**src/rtl/gpio_32_top.sv**
```systemverilog
// 32-bit GPIO bank with an APB3 slave register interface.
// Per-pin direction/output registers, a 2-flop synchronized and debounced
// input path, and per-pin maskable edge/level interrupts merged into gpio_irq.
module gpio_32_top #(
    parameter int unsigned DEB_W = 16
) (
    input  logic        PCLK,
    input  logic        PRESET,
    input  logic        PSEL,
    input  logic        PENABLE,
    input  logic        PWRITE,
    input  logic [7:0]  PADDR,
    input  logic [31:0] PWDATA,
    output logic [31:0] PRDATA,
    output logic        PREADY,
    output logic        PSLVERR,
    input  logic [31:0] gpio_in_raw,
    output logic [31:0] gpio_out,
    output logic [31:0] gpio_oe,
    output logic        gpio_irq
);

    // Register offsets
    localparam logic [7:0] ADDR_DIR      = 8'h00;
    localparam logic [7:0] ADDR_OUT      = 8'h04;
    localparam logic [7:0] ADDR_IN       = 8'h08;
    localparam logic [7:0] ADDR_MASK     = 8'h0C;
    localparam logic [7:0] ADDR_STATUS   = 8'h10;
    localparam logic [7:0] ADDR_TYPE     = 8'h14;
    localparam logic [7:0] ADDR_POLARITY = 8'h18;
    localparam logic [7:0] ADDR_DEBOUNCE = 8'h1C;

    // ------------------------------------------------------------------
    // Register state
    // ------------------------------------------------------------------
    logic [31:0]      dir_q;
    logic [31:0]      out_q;
    logic [31:0]      mask_q;
    logic [31:0]      status_q;
    logic [31:0]      status_d;
    logic [31:0]      type_q;
    logic [31:0]      pol_q;
    logic [DEB_W-1:0] deb_cfg_q;

    // Input path state
    logic [31:0] sync1_q;
    logic [31:0] sync2_q;
    logic [31:0] stable;
    logic [31:0] prev_q;

    // Bus decode
    logic        wr_en;
    logic        rd_en;
    logic        wr_dir;
    logic        wr_out;
    logic        wr_mask;
    logic        wr_status;
    logic        wr_type;
    logic        wr_pol;
    logic        wr_deb;

    // Interrupt event terms
    logic [31:0] edge_ev;
    logic [31:0] level_ev;
    logic [31:0] int_ev;
    logic [31:0] w1c_bits;
    logic [31:0] deb_cfg_rd;

    assign wr_en   = PSEL & PENABLE & PWRITE;
    assign rd_en   = PSEL & ~PWRITE;
    assign PREADY  = 1'b1;
    assign PSLVERR = 1'b0;

    // Decode the write target; IN and unmapped offsets select nothing
    always_comb begin
        wr_dir    = 1'b0;
        wr_out    = 1'b0;
        wr_mask   = 1'b0;
        wr_status = 1'b0;
        wr_type   = 1'b0;
        wr_pol    = 1'b0;
        wr_deb    = 1'b0;
        if (wr_en) begin
            case (PADDR)
                ADDR_DIR:      wr_dir    = 1'b1;
                ADDR_OUT:      wr_out    = 1'b1;
                ADDR_MASK:     wr_mask   = 1'b1;
                ADDR_STATUS:   wr_status = 1'b1;
                ADDR_TYPE:     wr_type   = 1'b1;
                ADDR_POLARITY: wr_pol    = 1'b1;
                ADDR_DEBOUNCE: wr_deb    = 1'b1;
                default:       ;
            endcase
        end
    end

    // Plain RW configuration registers
    always_ff @(posedge PCLK or posedge PRESET) begin
        if (PRESET) begin
            dir_q     <= '0;
            out_q     <= '0;
            mask_q    <= '0;
            type_q    <= '0;
            pol_q     <= '0;
            deb_cfg_q <= '0;
        end else begin
            if (wr_dir)  dir_q     <= PWDATA;
            if (wr_out)  out_q     <= PWDATA;
            if (wr_mask) mask_q    <= PWDATA;
            if (wr_type) type_q    <= PWDATA;
            if (wr_pol)  pol_q     <= PWDATA;
            if (wr_deb)  deb_cfg_q <= PWDATA[DEB_W-1:0];
        end
    end

    assign gpio_oe  = dir_q;
    assign gpio_out = out_q;

    // ------------------------------------------------------------------
    // Input synchronizer and edge history
    // ------------------------------------------------------------------

    // Two-flop synchronizer on the raw pads, plus a one-cycle copy of stable
    always_ff @(posedge PCLK or posedge PRESET) begin
        if (PRESET) begin
            sync1_q <= '0;
            sync2_q <= '0;
            prev_q  <= '0;
        end else begin
            sync1_q <= gpio_in_raw;
            sync2_q <= sync1_q;
            prev_q  <= stable;
        end
    end

    // Per-pin debounce: stable only moves once sync has differed from it for
    // deb_cfg_q consecutive cycles; any return to stable restarts the count.
    for (genvar g = 0; g < 32; g++) begin : g_deb
        logic [DEB_W-1:0] cnt_q;
        logic [DEB_W-1:0] cnt_d;
        logic [DEB_W:0]   cnt_inc;
        logic             st_q;
        logic             st_d;

        // Widened increment so the threshold compare cannot wrap
        assign cnt_inc = {1'b0, cnt_q} + {{DEB_W{1'b0}}, 1'b1};

        // Next-state for counter and stable bit
        always_comb begin
            cnt_d = cnt_q;
            st_d  = st_q;
            if (sync2_q[g] == st_q) begin
                cnt_d = '0;
            end else if (cnt_inc >= {1'b0, deb_cfg_q}) begin
                st_d  = sync2_q[g];
                cnt_d = '0;
            end else begin
                cnt_d = cnt_inc[DEB_W-1:0];
            end
        end

        // Debounce state registers
        always_ff @(posedge PCLK or posedge PRESET) begin
            if (PRESET) begin
                cnt_q <= '0;
                st_q  <= 1'b0;
            end else begin
                cnt_q <= cnt_d;
                st_q  <= st_d;
            end
        end

        assign stable[g] = st_q;
    end

    // ------------------------------------------------------------------
    // Interrupts
    // ------------------------------------------------------------------

    // Event detection; polarity picks rising/high vs falling/low
    always_comb begin
        edge_ev  = (pol_q & stable & ~prev_q) | (~pol_q & ~stable & prev_q);
        level_ev = ~(stable ^ pol_q);
        int_ev   = mask_q & ((type_q & edge_ev) | (~type_q & level_ev));
        w1c_bits = wr_status ? PWDATA : 32'h0;
        // A same-cycle event wins over the clear
        status_d = (status_q & ~w1c_bits) | int_ev;
    end

    // Sticky interrupt status
    always_ff @(posedge PCLK or posedge PRESET) begin
        if (PRESET) begin
            status_q <= '0;
        end else begin
            status_q <= status_d;
        end
    end

    // Mask also gates the output so clearing a mask bit hides pending status
    assign gpio_irq = |(status_q & mask_q);

    // ------------------------------------------------------------------
    // Read mux
    // ------------------------------------------------------------------

    // Zero-extend the debounce threshold to the bus width
    always_comb begin
        deb_cfg_rd              = '0;
        deb_cfg_rd[DEB_W-1:0]   = deb_cfg_q;
    end

    // Combinational read data, zero when not reading or unmapped
    always_comb begin
        PRDATA = '0;
        if (rd_en) begin
            case (PADDR)
                ADDR_DIR:      PRDATA = dir_q;
                ADDR_OUT:      PRDATA = out_q;
                ADDR_IN:       PRDATA = stable;
                ADDR_MASK:     PRDATA = mask_q;
                ADDR_STATUS:   PRDATA = status_q;
                ADDR_TYPE:     PRDATA = type_q;
                ADDR_POLARITY: PRDATA = pol_q;
                ADDR_DEBOUNCE: PRDATA = deb_cfg_rd;
                default:       PRDATA = '0;
            endcase
        end
    end

endmodule

```
**config.mk**
```make
export PLATFORM = sky130hd
export DESIGN_NAME = gpio_32_top
export DESIGN_NICKNAME = d
export VERILOG_FILES = /design/src/rtl/gpio_32_top.sv
export SDC_FILE = /design/constraint.sdc
export NUM_CORES = 2
export LEC_CHECK = 0
export ABC_AREA = 1
export BUFFER_PORTS_ARGS = -buffer_cell sky130_fd_sc_hd__buf_2
export CORE_MARGIN = 2
export CORE_UTILIZATION = 25
export CTS_CLUSTER_SIZE = 14
export DETAILED_ROUTE_END_ITERATION = 10
export PLACE_DENSITY_LB_ADDON = 0.15
export SLEW_MARGIN = 10
export SYNTH_ARGS = -nofsm -noshare
export SYNTH_HDL_FRONTEND = slang
export SYNTH_SLANG_ARGS = --single-unit
```
**constraint.sdc**
```tcl
create_clock -name PCLK -period 26 [get_ports PCLK]
set_input_delay 1.3 -clock PCLK [delete_from_list [all_inputs] [get_ports PCLK]]
set_output_delay 1.3 -clock PCLK [all_outputs]
set_load 0.005 [all_outputs]
```
==> results by group <==
Status
  – Status: finished clean

Pwr
  – Pint: 2.566 mW
  – Leak: 32.90 nW
  – Worst IR Drop VDD: 0.05304 mV
  – Power share of the combinational group: 18.1%
  – Clock Power Share: 42.2%
  – Switching part of the total: 32.39%
  – PwrDens: 60.50 nW/µm²
  – Sequential share of power: 39.8%
  – Net switching power figure: 1.229 mW

STA
  – WHS: 0.3471 ns
  – Worst Skew: 0.03441 ns
  – RSZ-0062 raised after global routing: no
  – F_max: 176.3 MHz
  – PnR worst setup slack: 20.33 ns
  – Worst slew pin tran: 1.210 ns
  – Worst slew margin: 19.07%
  – Setup violations, final: 0
  – Setup TNS Final: 0 ns
  – Max-slew violations: 0
  – Fin crit period: 5.673 ns
  – Final Hold Viols: 0
  – Final cycle utilization of the critical path: 21.82%

Synth
  – Mapped cell area: 54790 µm²
  – FFs w/ async S/R, synth: 100.0%
  – FF+latch count, synth: 848
  – Syn Nets: 7776
  – Yosys warnings: 0
  – Ys flop type: dfrtp_1
  – Avg Inst Size Synth: 7.727 µm²
  – Post-Syn Instances: 7091
  – Count of cell types in the netlist: 53
  – Post-synth EDFFs: 0
  – Seq/Total Area, Yosys: 38.73%

Global routing
  – Gr ovfl total: 0
  – GRT Util Overall: 16.13%
  – First-pass GRT wire length: 274.4 mm
  – Initial antenna violation count: 12
  – Largest net degree at the start of global routing: 99
  – Vias in the first global route: 44667

Worst setup path
  – Capturing point of the worst reg2reg path: g_deb[26].cnt_q[5]
  – R2R Setup Slk: 22.17 ns
  – Critical-path top delay cell: a21oi_1
  – CP Cell Sequence: buf_2 -> inv_1 -> nand2_1 -> nor3_4 -> nand2_2 -> clkinv_2 -> a21oi_1 -> a21oi_1 -> buf_2
  – CP top delay family: buffers and inverters
  – Setup crit end kind: output pin
  – Worst-path fanout max: 27
  – Data required, critical path: 24.70 ns
  – Critical Path Source Type: primary input
  – Buf/Inv on CP: 4
  – Worst R2R Path Depth: 10
  – Crit-path max cell delay: 0.75 ns
  – R2r startpoint: deb_cfg_q[14]
  – Arr. time, crit path: 4.37 ns
  – Setup Crit Path Kind: in2out

Drt
  – Overall via count from detail_route: 44793
  – Avg Vias per Cell: 4.361
  – Routed length per placed instance: 17.47 µm
  – Total wire length: 179.5 mm
  – Initial DRT Pass Iterations: 5
  – Number of remaining DRC errors: 0
  – 1st-iter DRT viols: 2401
  – Post-DRT Antenna Nets: 0

Clock network
  – Clock Path Buffers: 3
  – Post-CTS Hold Fix Bufs: 0
  – Clk slew on worst S/H paths: 0.05 ns
  – Setup bufs post-CTS: 0
  – H-tree levels: 3
  – Root Driver: clkbuf_16
  – CTS sink cnt: 848
  – Clock Latency Late Sink: 0.76 ns
  – CTS Buf Count: 110
  – CTS tree: built
  – Post-cts resize count: 0

Place
  – Post-place setup slack: 20.20 ns
  – Dpl hpwl: 126.1 mm
  – GP Congestion: 0.8192
  – Placed Area: 59000 µm²
  – Port bufs: 173

Final layout
  – Most frequent cells in the layout: nand2_1 (1608), inv_1 (1159), nor2_1 (978)
  – Commonest non-fill, non-tap cell in the layout: nand2_1
  – Layout Area Growth over Synthesis: 14.51%
  – Ratio of cells with drive above 1 in the final layout: 7.458%
  – Final Util: 28.84%
  – Final #Nets: 8010
  – Final instance area: 62740 µm²

Floorplan
  – Starting Density: 25.18%
  – Core Region: 217600 µm²
  – IO Pins: 176
  – DIE HEIGHT: 472.2 µm
  – Die Wd: 472.2 µm
  – Die Area: 222900 µm²
  – Placement Rows: 171

Hold path
  – Hold WC Path Type: reg2reg
  – Hold Path Depth: 0
  – Worst Hold Launch: sync1_q[0]
  – Hold endpoint: sync2_q[0]

Job
  – Max-cap viol count: 0
worst reg2reg max path: cells and delay by family (launching register included):
kind,cells,cell delay (ns)
AOI/OAI and AO/OA,1,0.26
adders and majority gates,1,0.40
buffers and inverters,3,1.42
DFF,1,0.41
and+or+nand+nor,5,1.20
power by group through the flow:
stage | sequential, mW | clock [mW] | combinational [mW]
4_1_cts | 1.51 | 1.66 | 0.706
2_1_floorplan | 1.49 | 0 | 0.528
5_1_grt | 1.52 | 1.71 | 0.805
3_5_place_dp | 1.54 | 0 | 0.703
3_3_place_gp | 1.54 | 0 | 0.701
6_report | 1.51 | 1.60 | 0.686
layout make-up:
class / instances / area, µm²
Timing Repair Buffer: 218 / 1204
Clock buffer: 159 / 3197
Clock inverter: 43 / 538.0
Multi-Input combinational cell: 4963 / 28530
Fill cell: 23494 / 154800
Antenna cell: 3 / 7.507
Inverter: 1184 / 4474
Tap cell: 2854 / 3571
Sequential cell: 848 / 21220
kinds of logic after synthesis:
family / count (synthesis) / synth area share (%)
buf+inv: 1280 / 9.253
flops: 848 / 38.73
compound gates: 775 / 7.693
other cells: 2 / 0.01371
fa+ha+maj: 608 / 13.88
xor+xnor: 331 / 5.291
simple gates: 3247 / 25.14
cells in the mapped netlist, types with 3 or more instances:
cell type,number,area [µm²]
nand4_4,5,106.4
nor3b_1,10,75.07
o21ai_0,371,1857
dfrtp_1,848,21220
inv_2,5,18.77
o21ai_1,53,265.3
nand4_1,128,800.8
clkbuf_1,28,105.1
buf_4,23,172.7
or2_2,20,125.1
nor2_1,978,3671
nand2_1,1612,6051
nand3_4,6,105.1
a21oi_1,234,1171
inv_1,1176,4414
xnor2_1,43,376.6
nor3_1,79,395.4
o22ai_1,3,18.77
nand4_2,3,37.54
buf_6,19,214.0
ha_1,608,7607
a41o_1,11,110.1
nor2_2,32,200.2
o21bai_1,35,262.8
a21o_1,22,165.2
o21a_1,27,202.7
nor4_1,9,56.30
and3_1,9,56.30
xor2_1,288,2522
and2_1,6,37.54
o31ai_1,3,22.52
nand2_2,14,87.58
clkinv_2,3,15.01
buf_2,25,125.1
nor2_4,9,101.4
a31o_2,5,43.79
nand3_2,15,150.1
nor3_2,8,80.08
nor3_4,4,65.06
nand3_1,274,1371
nand3b_1,22,165.2
routing by layer:
metal	part of all wire, %	track usage [%]	wire, µm	up-vias
met5	0.0072	0	13	-
met4	2.7	4.502	4775	2
met3	3.2	2.079	5656	211
met2	49	28.63	87950	555
met1	45	20.36	81090	21122
li1	-	-	-	22903
worst max path at each step:
| stage | from | endpoint | slack (ns) | cells past startpoint |
|---|---|---|---|---|
| after CTS | PADDR[0] | PRDATA[31] | 20.19 | 9 |
| after detailed placement | PADDR[0] | PRDATA[31] | 20.20 | 9 |
| after floorplan | PRESET | deb_cfg_q[0] | 0.87 | 1 |
| after global placement | PADDR[0] | PRDATA[31] | 20.25 | 9 |
| final | PADDR[0] | PRDATA[31] | 20.33 | 9 |
| after global routing | PADDR[0] | PRDATA[31] | 20.24 | 9 |
stage by stage:
stage               instances  power [mW]
CTS                     10269       3.878
detailed placement      10067       2.239
global placement        10067       2.237
finish                  10272       3.796
floorplan                7091       2.017
global route            10270       4.037
flip-flops by register name (all words and copies together) (netlist names):
name,flops
g_deb.st_q,32
g_deb.cnt_q,512
gpio_out,32
sync2_q,32
prev_q,32
pol_q,32
deb_cfg_q,16
status_q,32
gpio_oe,32
sync1_q,32
type_q,32
mask_q,32
(Power assumes the default switching activity.)
